### src/rtl/watch_config_ctrl.sv
// Push-button front end for the watch counter: debounces four raw keys and runs the
// RUN/SET mode FSM that drives enable, clear, digit select, increment and blink mask.
module watch_config_ctrl #(
    parameter int unsigned DEBOUNCE_CYCLES = 1_000_000,
    parameter int unsigned REPEAT_DELAY    = 25_000_000,
    parameter int unsigned REPEAT_PERIOD   = 5_000_000,
    parameter int unsigned BLINK_HALF      = 12_500_000,
    parameter int unsigned TIMEOUT_CYCLES  = 1_500_000_000
) (
    input  logic       clk,
    input  logic       rst,
    input  logic       key_mode_n,
    input  logic       key_next_n,
    input  logic       key_inc_n,
    input  logic       key_clr_n,
    output logic       enable,
    output logic       clr,
    output logic [2:0] config_digit,
    output logic       config_add,
    output logic       set_mode,
    output logic [5:0] blank_mask
);

    localparam int unsigned NKEY   = 4;
    localparam int unsigned K_MODE = 0;
    localparam int unsigned K_NEXT = 1;
    localparam int unsigned K_INC  = 2;
    localparam int unsigned K_CLR  = 3;

    localparam int unsigned REP_MAX = (REPEAT_DELAY > REPEAT_PERIOD) ? REPEAT_DELAY : REPEAT_PERIOD;
    localparam int unsigned DBW = (DEBOUNCE_CYCLES > 1) ? $clog2(DEBOUNCE_CYCLES) : 1;
    localparam int unsigned RPW = (REP_MAX > 1)         ? $clog2(REP_MAX)         : 1;
    localparam int unsigned BLW = (BLINK_HALF > 1)      ? $clog2(BLINK_HALF)      : 1;
    localparam int unsigned TOW = (TIMEOUT_CYCLES > 1)  ? $clog2(TIMEOUT_CYCLES)  : 1;

    localparam logic [0:0] ST_RUN = 1'b0;
    localparam logic [0:0] ST_SET = 1'b1;

    // Key inputs: 2-FF synchroniser, debounce counter, registered press pulse
    logic [NKEY-1:0] raw_n;
    logic [NKEY-1:0] sync1;
    logic [NKEY-1:0] sync2;
    logic [NKEY-1:0] deb;
    logic [NKEY-1:0] deb_d;
    logic [NKEY-1:0] press;
    logic [DBW-1:0]  db_cnt [NKEY];

    assign raw_n = {key_clr_n, key_inc_n, key_next_n, key_mode_n};

    always_ff @(posedge clk or negedge rst) begin
        if (!rst) begin
            sync1 <= '1;
            sync2 <= '1;
            deb   <= '1;
            deb_d <= '1;
            press <= '0;
            for (int i = 0; i < NKEY; i++) db_cnt[i] <= '0;
        end else begin
            sync1 <= raw_n;
            sync2 <= sync1;
            deb_d <= deb;
            press <= deb_d & ~deb;
            for (int i = 0; i < NKEY; i++) begin
                if (sync2[i] == deb[i]) begin
                    db_cnt[i] <= '0;
                end else if (db_cnt[i] == DBW'(DEBOUNCE_CYCLES - 1)) begin
                    deb[i]    <= sync2[i];
                    db_cnt[i] <= '0;
                end else begin
                    db_cnt[i] <= db_cnt[i] + DBW'(1);
                end
            end
        end
    end

    // Mode FSM state and registered outputs
    logic [0:0]     state,       state_nxt;
    logic [2:0]     digit_nxt;
    logic           phase,       phase_nxt;
    logic [BLW-1:0] blink_cnt,   blink_cnt_nxt;
    logic [TOW-1:0] to_cnt,      to_cnt_nxt;
    logic           rep_active,  rep_active_nxt;
    logic           rep_first,   rep_first_nxt;
    logic [RPW-1:0] rep_cnt,     rep_cnt_nxt;
    logic           rep_fire;
    logic           enable_nxt;
    logic           clr_nxt;
    logic           add_nxt;
    logic           set_mode_nxt;
    logic [5:0]     blank_nxt;

    always_ff @(posedge clk or negedge rst) begin
        if (!rst) begin
            state        <= ST_RUN;
            config_digit <= '0;
            phase        <= 1'b0;
            blink_cnt    <= '0;
            to_cnt       <= '0;
            rep_active   <= 1'b0;
            rep_first    <= 1'b0;
            rep_cnt      <= '0;
            enable       <= 1'b0;
            clr          <= 1'b0;
            config_add   <= 1'b0;
            set_mode     <= 1'b0;
            blank_mask   <= '0;
        end else begin
            state        <= state_nxt;
            config_digit <= digit_nxt;
            phase        <= phase_nxt;
            blink_cnt    <= blink_cnt_nxt;
            to_cnt       <= to_cnt_nxt;
            rep_active   <= rep_active_nxt;
            rep_first    <= rep_first_nxt;
            rep_cnt      <= rep_cnt_nxt;
            enable       <= enable_nxt;
            clr          <= clr_nxt;
            config_add   <= add_nxt;
            set_mode     <= set_mode_nxt;
            blank_mask   <= blank_nxt;
        end
    end

    always_comb begin
        state_nxt      = state;
        digit_nxt      = config_digit;
        phase_nxt      = phase;
        blink_cnt_nxt  = blink_cnt;
        to_cnt_nxt     = to_cnt;
        rep_active_nxt = rep_active;
        rep_first_nxt  = rep_first;
        rep_cnt_nxt    = rep_cnt;
        rep_fire       = 1'b0;
        add_nxt        = 1'b0;
        clr_nxt        = press[K_CLR];

        case (state)
            ST_RUN: begin
                rep_active_nxt = 1'b0;
                if (press[K_MODE]) begin
                    state_nxt     = ST_SET;
                    digit_nxt     = 3'd0;
                    phase_nxt     = 1'b0;
                    blink_cnt_nxt = '0;
                    to_cnt_nxt    = '0;
                end
            end
            default: begin
                if (blink_cnt == BLW'(BLINK_HALF - 1)) begin
                    blink_cnt_nxt = '0;
                    phase_nxt     = ~phase;
                end else begin
                    blink_cnt_nxt = blink_cnt + BLW'(1);
                end
                to_cnt_nxt = to_cnt + TOW'(1);

                // Auto-repeat runs only while inc stays debounced-pressed
                if (rep_active && !deb[K_INC]) begin
                    if (rep_cnt == (rep_first ? RPW'(REPEAT_DELAY - 1) : RPW'(REPEAT_PERIOD - 1))) begin
                        rep_fire      = 1'b1;
                        rep_cnt_nxt   = '0;
                        rep_first_nxt = 1'b0;
                    end else begin
                        rep_cnt_nxt = rep_cnt + RPW'(1);
                    end
                end else begin
                    rep_active_nxt = 1'b0;
                end

                if (|press) to_cnt_nxt = '0;

                if (press[K_MODE]) begin
                    state_nxt      = ST_RUN;
                    digit_nxt      = 3'd0;
                    phase_nxt      = 1'b0;
                    rep_active_nxt = 1'b0;
                end else if (press[K_NEXT]) begin
                    digit_nxt = (config_digit == 3'd5) ? 3'd0 : config_digit + 3'd1;
                end else if (press[K_INC] || rep_fire) begin
                    add_nxt       = 1'b1;
                    phase_nxt     = 1'b0;
                    blink_cnt_nxt = '0;
                    to_cnt_nxt    = '0;
                    if (press[K_INC]) begin
                        rep_active_nxt = 1'b1;
                        rep_first_nxt  = 1'b1;
                        rep_cnt_nxt    = '0;
                    end
                end else if (to_cnt == TOW'(TIMEOUT_CYCLES - 1) && !press[K_CLR]) begin
                    state_nxt      = ST_RUN;
                    digit_nxt      = 3'd0;
                    phase_nxt      = 1'b0;
                    rep_active_nxt = 1'b0;
                end
            end
        endcase

        enable_nxt   = (state_nxt == ST_RUN);
        set_mode_nxt = (state_nxt == ST_SET);
        blank_nxt    = (state_nxt == ST_SET && phase_nxt) ? 6'(6'b000001 << digit_nxt) : 6'b000000;
    end

endmodule

### config.mk
export PLATFORM = sky130hd
export DESIGN_NAME = watch_config_ctrl
export DESIGN_NICKNAME = d
export VERILOG_FILES = /design/src/rtl/watch_config_ctrl.sv
export SDC_FILE = /design/constraint.sdc
export NUM_CORES = 1
export LEC_CHECK = 0
export ABC_AREA = 0
export ABC_CLOCK_PERIOD_IN_PS = 5600
export CAP_MARGIN = 5
export CORE_MARGIN = 1.5
export CORE_UTILIZATION = 35
export CTS_BUF_LIST = sky130_fd_sc_hd__clkbuf_8
export CTS_CLUSTER_SIZE = 12
export DETAILED_ROUTE_END_ITERATION = 8
export HOLD_SLACK_MARGIN = 0.12
export SYNTH_ARGS = -nofsm -noshare
export SYNTH_HDL_FRONTEND = slang
export SYNTH_SLANG_ARGS = --single-unit
export TNS_END_PERCENT = 50
### constraint.sdc
create_clock -name clk -period 5.6 [get_ports clk]
set_input_delay 1.12 -clock clk [delete_from_list [all_inputs] [get_ports clk]]
set_output_delay 1.12 -clock clk [all_outputs]
set_load 0.02 [all_outputs]
# Word-level counts from Yosys, hierarchy flattened
# Index checks and enable logic that the tools add are counted.
[word_totals]
register_bits = 196
inputBits = 6
[classes]
add_sub_neg = 8
eq_ne = 12
shifts = 1
mux = 68
bitwise_logic = 8
reduce_logical = 12
[ops]
columns = ["cell", "n"]
rows = [
  ["31-bit two-way mux", 6],
  ["25-bit two-way mux", 7],
  ["20-bit two-way mux", 8],
  ["24-bit two-way mux", 6],
  ["20-bit by 1-bit adder with 20-bit output, second input constant", 4],
  ["20-bit equality test, second input constant", 4],
  ["1-bit two-way mux", 33],
  ["31-bit by 1-bit adder with 31-bit output, second input constant", 1],
  ["31-bit equality test, second input constant", 1],
  ["25-bit by 1-bit adder with 25-bit output, second input constant", 1],
  ["25-bit equality test", 1],
  ["24-bit by 1-bit adder with 24-bit output, second input constant", 1],
  ["24-bit equality test, second input constant", 1],
  ["3-bit two-way mux", 7],
  ["2-bit AND reduction", 4],
  ["6-bit two-way mux", 1],
  ["1-bit NOT", 6],
  ["1-bit by 3-bit << shifter with 6-bit output, first input constant", 1],
  ["4-bit AND", 1],
  ["1-bit equality test", 4],
  ["4-bit NOT", 1],
  ["4-bit OR reduction", 1],
  ["3-bit by 1-bit adder with 3-bit output, second input constant", 1],
  ["3-bit equality test, second input constant", 1],
  ["other kinds (4)", 7],
]

# Longest topological paths before layout
# Gate-level depths: netlist of the first run.
[depth]
depth_word = 12
ltp_mapped = 10

# Least setup slack after synthesis of the first run
# Ideal clock, no wire load.
[synth_timing]
path_kind = "register to register"
from = "register to_cnt[3]"
to = "register to_cnt[29]"
setup_ns = 0.069
t_arrival_ns = 2.257
t_required_ns = 5.531
setup_slack_ns = 3.274
path_stages_with_launch = 8
period_less_slack_ns = 2.326
path_cell_list = "dfrtp_1 nand3_2 or4_4 or2_0 buf_2 or3_4 or4_1 nand3_1"
[synth_between]
elab_chain_len = 6
[synth_rtl]
columns = ["item", "line", "rtl"]
rows = [
  ["start: declaration", "81", "logic [TOW-1:0] to_cnt, to_cnt_nxt;"],
  ["start signal: assignment", "112", "to_cnt <= to_cnt_nxt;"],
  ["31-bit by 1-bit adder with 31-bit output *", "155", "to_cnt_nxt = to_cnt + TOW'(1);"],
  ["31-bit two-way mux *", "170", "if (|press) to_cnt_nxt = '0;"],
  ["31-bit two-way mux", "179", "end else if (press[K_INC] || rep_fire) begin"],
  ["31-bit two-way mux", "177", "end else if (press[K_NEXT]) begin"],
  ["31-bit two-way mux *", "172", "if (press[K_MODE]) begin"],
  ["31-bit two-way mux *", "137", "case (state)"],
]
# Every way passes the cells marked *; elsewhere a longest branch is shown, timed or not.
# A chain may end at the register's enable or synchronous reset.

==> metrics.txt, run 1 <==
core box area=about 0.027 mm^2; PD cells=227 mW/mm^2; synthesized flop and latch total=196; clk buf depth=2; Clock Skew=20.1 ps; nets=1043; Critical Path Start Type=flop; Post-CTS Resized=0; initial antenna violation count=0; Max Transition Viols Final=0; crit-path max cell delay=740 ps; Worst EP arrival=between 1500 and 2000 ps; Seq/Total Area, Yosys=0.509; CTS Buf Count=17; synthesized instance count=1026; Static Leak=4.31 nW; H-tree depth=4; Ant. Diodes=0; Simple-Gate Fraction of Synth Area=0.262; Hold Crit Class=reg2reg; IO Count=19; vias in the first global route=7139; slowest CP cell=dfrtp_1; Overflow after GRT=0; CP delay by family, top=flip-flops; PortBufs=18; Hold-fix buffers, CTS=0; hpwl dp=13000 um; setup TNS=0 ps; Setup Fix Bufs, Post-CTS=0; Fmax achieved=approximately 0.33 GHz; largest family of logic cells by synthesized area=simple AND/OR/NAND/NOR gates; crit path max fanout=18; TritonCTS clock tree=done; Post-Route Utilization=0.393; Slew @ Worst Pin=1110 ps; critical path type=reg2out; status=complete, no violations; Post-Synth Adder-Cell Area=0.00905; Clock Latency Late Sink=480 ps; worst rel slew slack=0.258; Starting Density=0.358; Post-DRT Antenna Nets=0; Yosys warnings=0; area share of xor/xnor cells in the synthesized design=0.0796; endpoints failing setup=0; Synth Area in Compound Gates=0.106; Syn Area/Cell=~9.4 um^2; ys flop type=dfrtp_1; Initial DRC Count=446; Critical Path RT=4480 ps; crit path cell chain=clkdlybuf4s50_1; DR vias/cell=approximately 5.3; first-pass GRT wire length=34500 um; post-synth net total=1039; Post-synth EDFFs=0; Routed wire per std cell=14.4 um; CP endpoint kind=output pin; Die Y=169 um; Area growth syn-to-layout=9.66%; Via Count=between 7000 and 8000; Die X=roughly 170 um; worst vdd ir=between 100 and 150 uV; Overall Global Routing Usage=0.147; Pre-antenna DRT Iters=5; final number of hold-violating endpoints=0; Clock Tree Root=clkbuf_8; CTS clk-pin slew, worst paths=120 ps; layout cells sized above 1=0.0777; largest net degree at the start of global routing=122; Clock Sink Count=between 150 and 200; Final Wtd Congestion=between 0.8 and 0.9; Post-synth ARST share=1.00; Die ar.=~0.029 mm^2; post-synth cell types=58; Buf+Inv Stages, Crit Path=1; FILL cells=2709; multiplexer share of the synthesized area=0.00789; RSZ-0062 raised after global routing=no; row cnt=60; Post-Route WL=20000 um; Final period util=0.546; Synth Cell Area=0.00968 mm^2; crit path time final=3060 ps; max-cap viol count=0; DRC viols=0
==> worst reg2reg max path: stages (launching register included) <==
cell      delay, ps
dfrtp_1         740
nand2_1         140
or3_1           350
or3_1           640
or4_2           750
o211ai_1        100
==> worst paths after layout <==
path / slack (ps) / from / end / cells past startpoint
min in group asynchronous: 640 / rst / rep_cnt[23]$_DFFE_PN0P_ / 1
worst min register to register: 350 / sync1[3]$_DFF_PN1_ / sync2[3]$_DFF_PN1_ / 0
worst max-delay path: 2540 / state$_DFF_PN0_ / set_mode / 1
worst min-delay path: 350 / sync1[3]$_DFF_PN1_ / sync2[3]$_DFF_PN1_ / 0
worst max register to register: 2790 / state$_DFF_PN0_ / to_cnt[17]$_DFFE_PN0P_ / 5
max in group asynchronous: 3920 / rst / blink_cnt[22]$_DFFE_PN0P_ / 2
==> cells by family (layout without fill, tap and decap cells) <==
group / Yosys count / count (layout)
mux: 7 / 7
xor+xnor: 88 / 88
simple gates: 501 / 501
flops: 196 / 196
compound gates: 162 / 162
fa+ha+maj: 7 / 7
buf+inv: 65 / 82
==> final cells by class <==
class | instances | area (um^2) | area share
Clock buffer | 17 | 234 | 0.0220
Clock inverter | 15 | 168 | 0.0158
Inverter | 26 | 97.6 | 0.00920
Multi-Input combinational cell | 765 | 4520 | 0.426
Sequential cell | 196 | 4920 | 0.464
Tap cell | 341 | 427 | 0.0402
Timing Repair Buffer | 24 | 241 | 0.0228
==> registers in the layout (all words and copies together), names as in the netlist, 6 cells and up <==
name        flops
blank_mask      6
rep_cnt        25
db_cnt         80
to_cnt         31
blink_cnt      24
==> Yosys cell counts, types with 16 or more instances <==
| library cell | number | share of area |
|---|---|---|
| nand4_1 | 36 | 0.023 |
| nand2_1 | 92 | 0.036 |
| o21ai_0 | 43 | 0.022 |
| dfrtp_1 | 180 | 0.47 |
| and3_1 | 29 | 0.019 |
| xor2_1 | 45 | 0.041 |
| clkbuf_1 | 32 | 0.012 |
| nor2_1 | 140 | 0.054 |
| a21oi_1 | 36 | 0.019 |
| nand3_1 | 78 | 0.040 |
| xnor2_1 | 43 | 0.039 |
| or3_1 | 17 | 0.011 |
| nor3_1 | 23 | 0.012 |
| dfstp_2 | 16 | 0.043 |
| a31oi_1 | 31 | 0.020 |
| inv_1 | 26 | 0.010 |
==> power breakdown <==
group | internal (mW) | leakage, nW | total (mW) | switching, mW
logic | 0.0128 | 1.43 | 0.0541 | 0.0413
registers | 1.43 | 2.67 | 1.43 | 0.00780
clock network | 0.338 | 0.206 | 0.916 | 0.578
total | 1.78 | 4.31 | 2.41 | 0.627
==> layer usage <==
metal  global-route usage  vias up  part of all wire
li1                     -     3675                 -
met1                0.198     3627              0.49
met2                0.237       79              0.46
met3               0.0315       14             0.040
met4               0.0404        0            0.0089
met5                    0        -                 0
==> cell usage in the layout, fill, tap and decap left out, types with 6 or more instances in the layout <==
master and count:
dfrtp_1 180, nor2_1 139, nand2_1 92, nand3_1 78, xor2_1 45, o21ai_0 43, xnor2_1 43, nand4_1 36
a21oi_1 36, a31oi_1 31, and3_1 29, inv_1 27, nor3_1 22, clkbuf_8 18, or3_1 17, clkdlybuf4s50_1 17
dfstp_2 16, nor4_1 15, nor4b_1 12, a22o_1 11, and4_1 10, nand2b_1 9, a21o_1 7, o211ai_1 7
ha_1 7, nor2b_1 6
==> metrics by stage <==
stage / instance area [um^2] / total power [mW] / hold WS (ps) / std cells / worst slack [ps]
2_1_floorplan: 9680 / 1.48 / 345 / 1026 / 3270
3_3_place_gp: 10200 / 1.52 / 346 / 1352 / 2820
3_5_place_dp: 10200 / 1.52 / 348 / 1352 / 2760
4_1_cts: 10600 / 2.45 / 351 / 1384 / 2510
5_1_grt: 10600 / 2.51 / 353 / 1384 / 2460
6_report: 10600 / 2.41 / 351 / 1384 / 2540
Note: power is estimated with default switching activity, not from simulation.
==> run 2: changes to the inputs <==
--- a/config.mk
+++ b/config.mk
@@ -6,7 +6,7 @@
 export NUM_CORES = 1
 export LEC_CHECK = 0
 export ABC_AREA = 0
-export ABC_CLOCK_PERIOD_IN_PS = 5600
+export ABC_CLOCK_PERIOD_IN_PS = 3000
 export CAP_MARGIN = 5
 export CORE_MARGIN = 1.5
 export CORE_UTILIZATION = 35
==> constraint.sdc (replaced) <==
create_clock -name clk -period 3 [get_ports clk]
set_input_delay 0.6 -clock clk [delete_from_list [all_inputs] [get_ports clk]]
set_output_delay 0.6 -clock clk [all_outputs]
set_load 0.02 [all_outputs]
==> run 2 against run 1 <==
Via count rose by 1.1%. First-iteration DRC count down 7.0%. Largest cell class unchanged. Die area did not move. Register-to-register slack lost 2400 ps. Setup slack got worse by 2200 ps. Combinational power increased by 96%. Cell area grew 1.1%. Hold slack barely moved. Sequential power rose by 87%. Clock power increased by 83%. Cell count up 0.94%. Clock-buffer cell count is 1 higher.
==> metrics.txt, run 2 (synthesized netlist as in run 1, its figures left out) <==
slowest CP cell=or4_1; first-pass GRT wire length=about 35000 um; Clock power frac=0.376; status=complete, no violations; r2r startpoint=to_cnt[0]$_DFFE_PN0P_; internal power=3.33 mW; most common cell after layout, fill and taps aside=dfrtp_1; CP endpoint kind=flop; Via Count=7474; Clock Latency Late Sink=470 ps; Ant. Diodes=0; Die ar.=0.0287 mm^2; RSZ-0062 raised after global routing=no; Initial DRC Count=415; Clock Skew=20.5 ps; sw power=1.13 mW; Worst EP arrival=2980 ps; Critical Path RT=approximately 3400 ps; Final period util=0.870; final number of hold-violating endpoints=0; Worst Setup SP=to_cnt[0]$_DFFE_PN0P_; Routed wire per std cell=14.6 um; row cnt=60; Slew @ Worst Pin=around 710 ps; Die Y=169 um; Hold Crit Class=reg2reg; crit path time final=2610 ps; cell mode on critical path=or4_1; pre-CTS WS=466 ps; H-tree depth=4; crit path max fanout=5; Starting Density=0.358; CTS clk-pin slew, worst paths=around 120 ps; Flop pwr share=0.600; clk buf depth=2; Hold-fix buffers, CTS=1; Fmax achieved=about 0.38 GHz; DRC viols=0; Max Transition Viols Final=0; Final Wtd Congestion=0.769; Reg with most FFs=db_cnt; Clock Sink Count=196; switch share=0.254; CTS Buf Count=17; biggest regs=db_cnt x80, to_cnt x31, rep_cnt x25; vias in the first global route=approximately 7000; TritonCTS clock tree=done; final worst slack=~390 ps; Setup Fix Bufs, Post-CTS=0; IO Count=19; initial antenna violation count=0; hold_sp=sync1[3]$_DFF_PN1_; crit path cell chain=ha_1 > nand2_1 > or4_1 > or4_1 > o211ai_1 > a31o_2 > inv_1 > nor4_1; crit-path max cell delay=about 500 ps; Pre-antenna DRT Iters=4; critical path type=reg2reg; hpwl dp=~13000 um; Overflow after GRT=0; Area growth syn-to-layout=10.9%; nets=1056; PortBufs=18; final hold slack=352 ps; Post-Route WL=20300 um; layout cells sized above 1=0.0890; endpoints failing setup=0; worst rel slew slack=0.523; largest net degree at the start of global routing=60; Die X=169 um; worst vdd ir=259 uV; Clock Tree Root=clkbuf_8; most frequent cells in the layout=dfrtp_1 (180), nor2_1 (139), nand2_1 (92), nand3_1 (78), xor2_1 (45); core box area=0.0270 mm^2; Post-DRT Antenna Nets=0; Critical Path Start Type=flop; max-cap viol count=0; PD cells=roughly 420 mW/mm^2; Post-CTS Resized=0; Static Leak=between 4 and 5 nW; max FFs per register=80; DR vias/cell=about 5.4; setup TNS=0 ps; total power=4.46 mW; Overall Global Routing Usage=0.150; combinational power share=0.024
==> run 2: cell types whose count changed in the layout (fill, tap and decap cells not counted) <==
cell and change:
clkinvlp_4 +2, clkinv_4 +2, inv_1 -1, buf_12 +3, inv_8 +1, dlygate4sd3_1 +1, clkinv_8 -4, clkbuf_8 +1
inv_6 -1, buf_4 +9
==> run 2: final timing paths <==
path / endpoint / slack, ps / cells after the start
max in group asynchronous: deb[2]$_DFFE_PN1P_ / 1510 / 3
min: sync2[3]$_DFF_PN1_ / 350 / 0
min in group asynchronous: rep_cnt[20]$_DFFE_PN0P_ / 650 / 2
max: blank_mask[1]$_DFF_PN0_ / 390 / 8
max reg2reg: blank_mask[1]$_DFF_PN0_ / 390 / 8
min reg2reg: sync2[3]$_DFF_PN1_ / 350 / 0
==> run 2: final cells by class <==
cell class / instances / area [um^2]
Fill cell: 2664 / 16300
Timing Repair Buffer: 37 / 379
Sequential cell: 196 / 4920
Clock buffer: 18 / 248
Multi-Input combinational cell: 765 / 4520
Tap cell: 341 / 427
Inverter: 26 / 97.6
Clock inverter: 14 / 134
==> run 2: metrics by stage <==
step | instances | instance area, um^2 | utilization
global route | 1397 | 10700 | 0.397
global placement | 1364 | 10300 | 0.383
detailed placement | 1364 | 10300 | 0.383
finish | 1397 | 10700 | 0.397
floorplan | 1026 | 9680 | -
CTS | 1397 | 10700 | 0.397
==> run 2: metal layers <==
metal	GRT usage	routed length, um
met1	0.210	10300
met2	0.234	9190
met3	0.0336	707
met4	0.0389	181
met5	0	0
==> run 2: worst max-delay path: cells and delay by family (launching register included) <==
kind,cells,cell delay (ps)
simple gates,4,1340
flops,1,420
compound gates,2,400
fa+ha+maj,1,270
buf+inv,1,70
==> run 2: power by group through the flow <==
stage	clock (mW)	sequential [mW]	combinational, mW
after global placement	0	2.73	0.111
after detailed placement	0	2.73	0.112
after floorplan	0	2.73	0.0359
final	1.68	2.68	0.106
after CTS	1.74	2.68	0.114
after global routing	1.85	2.68	0.128
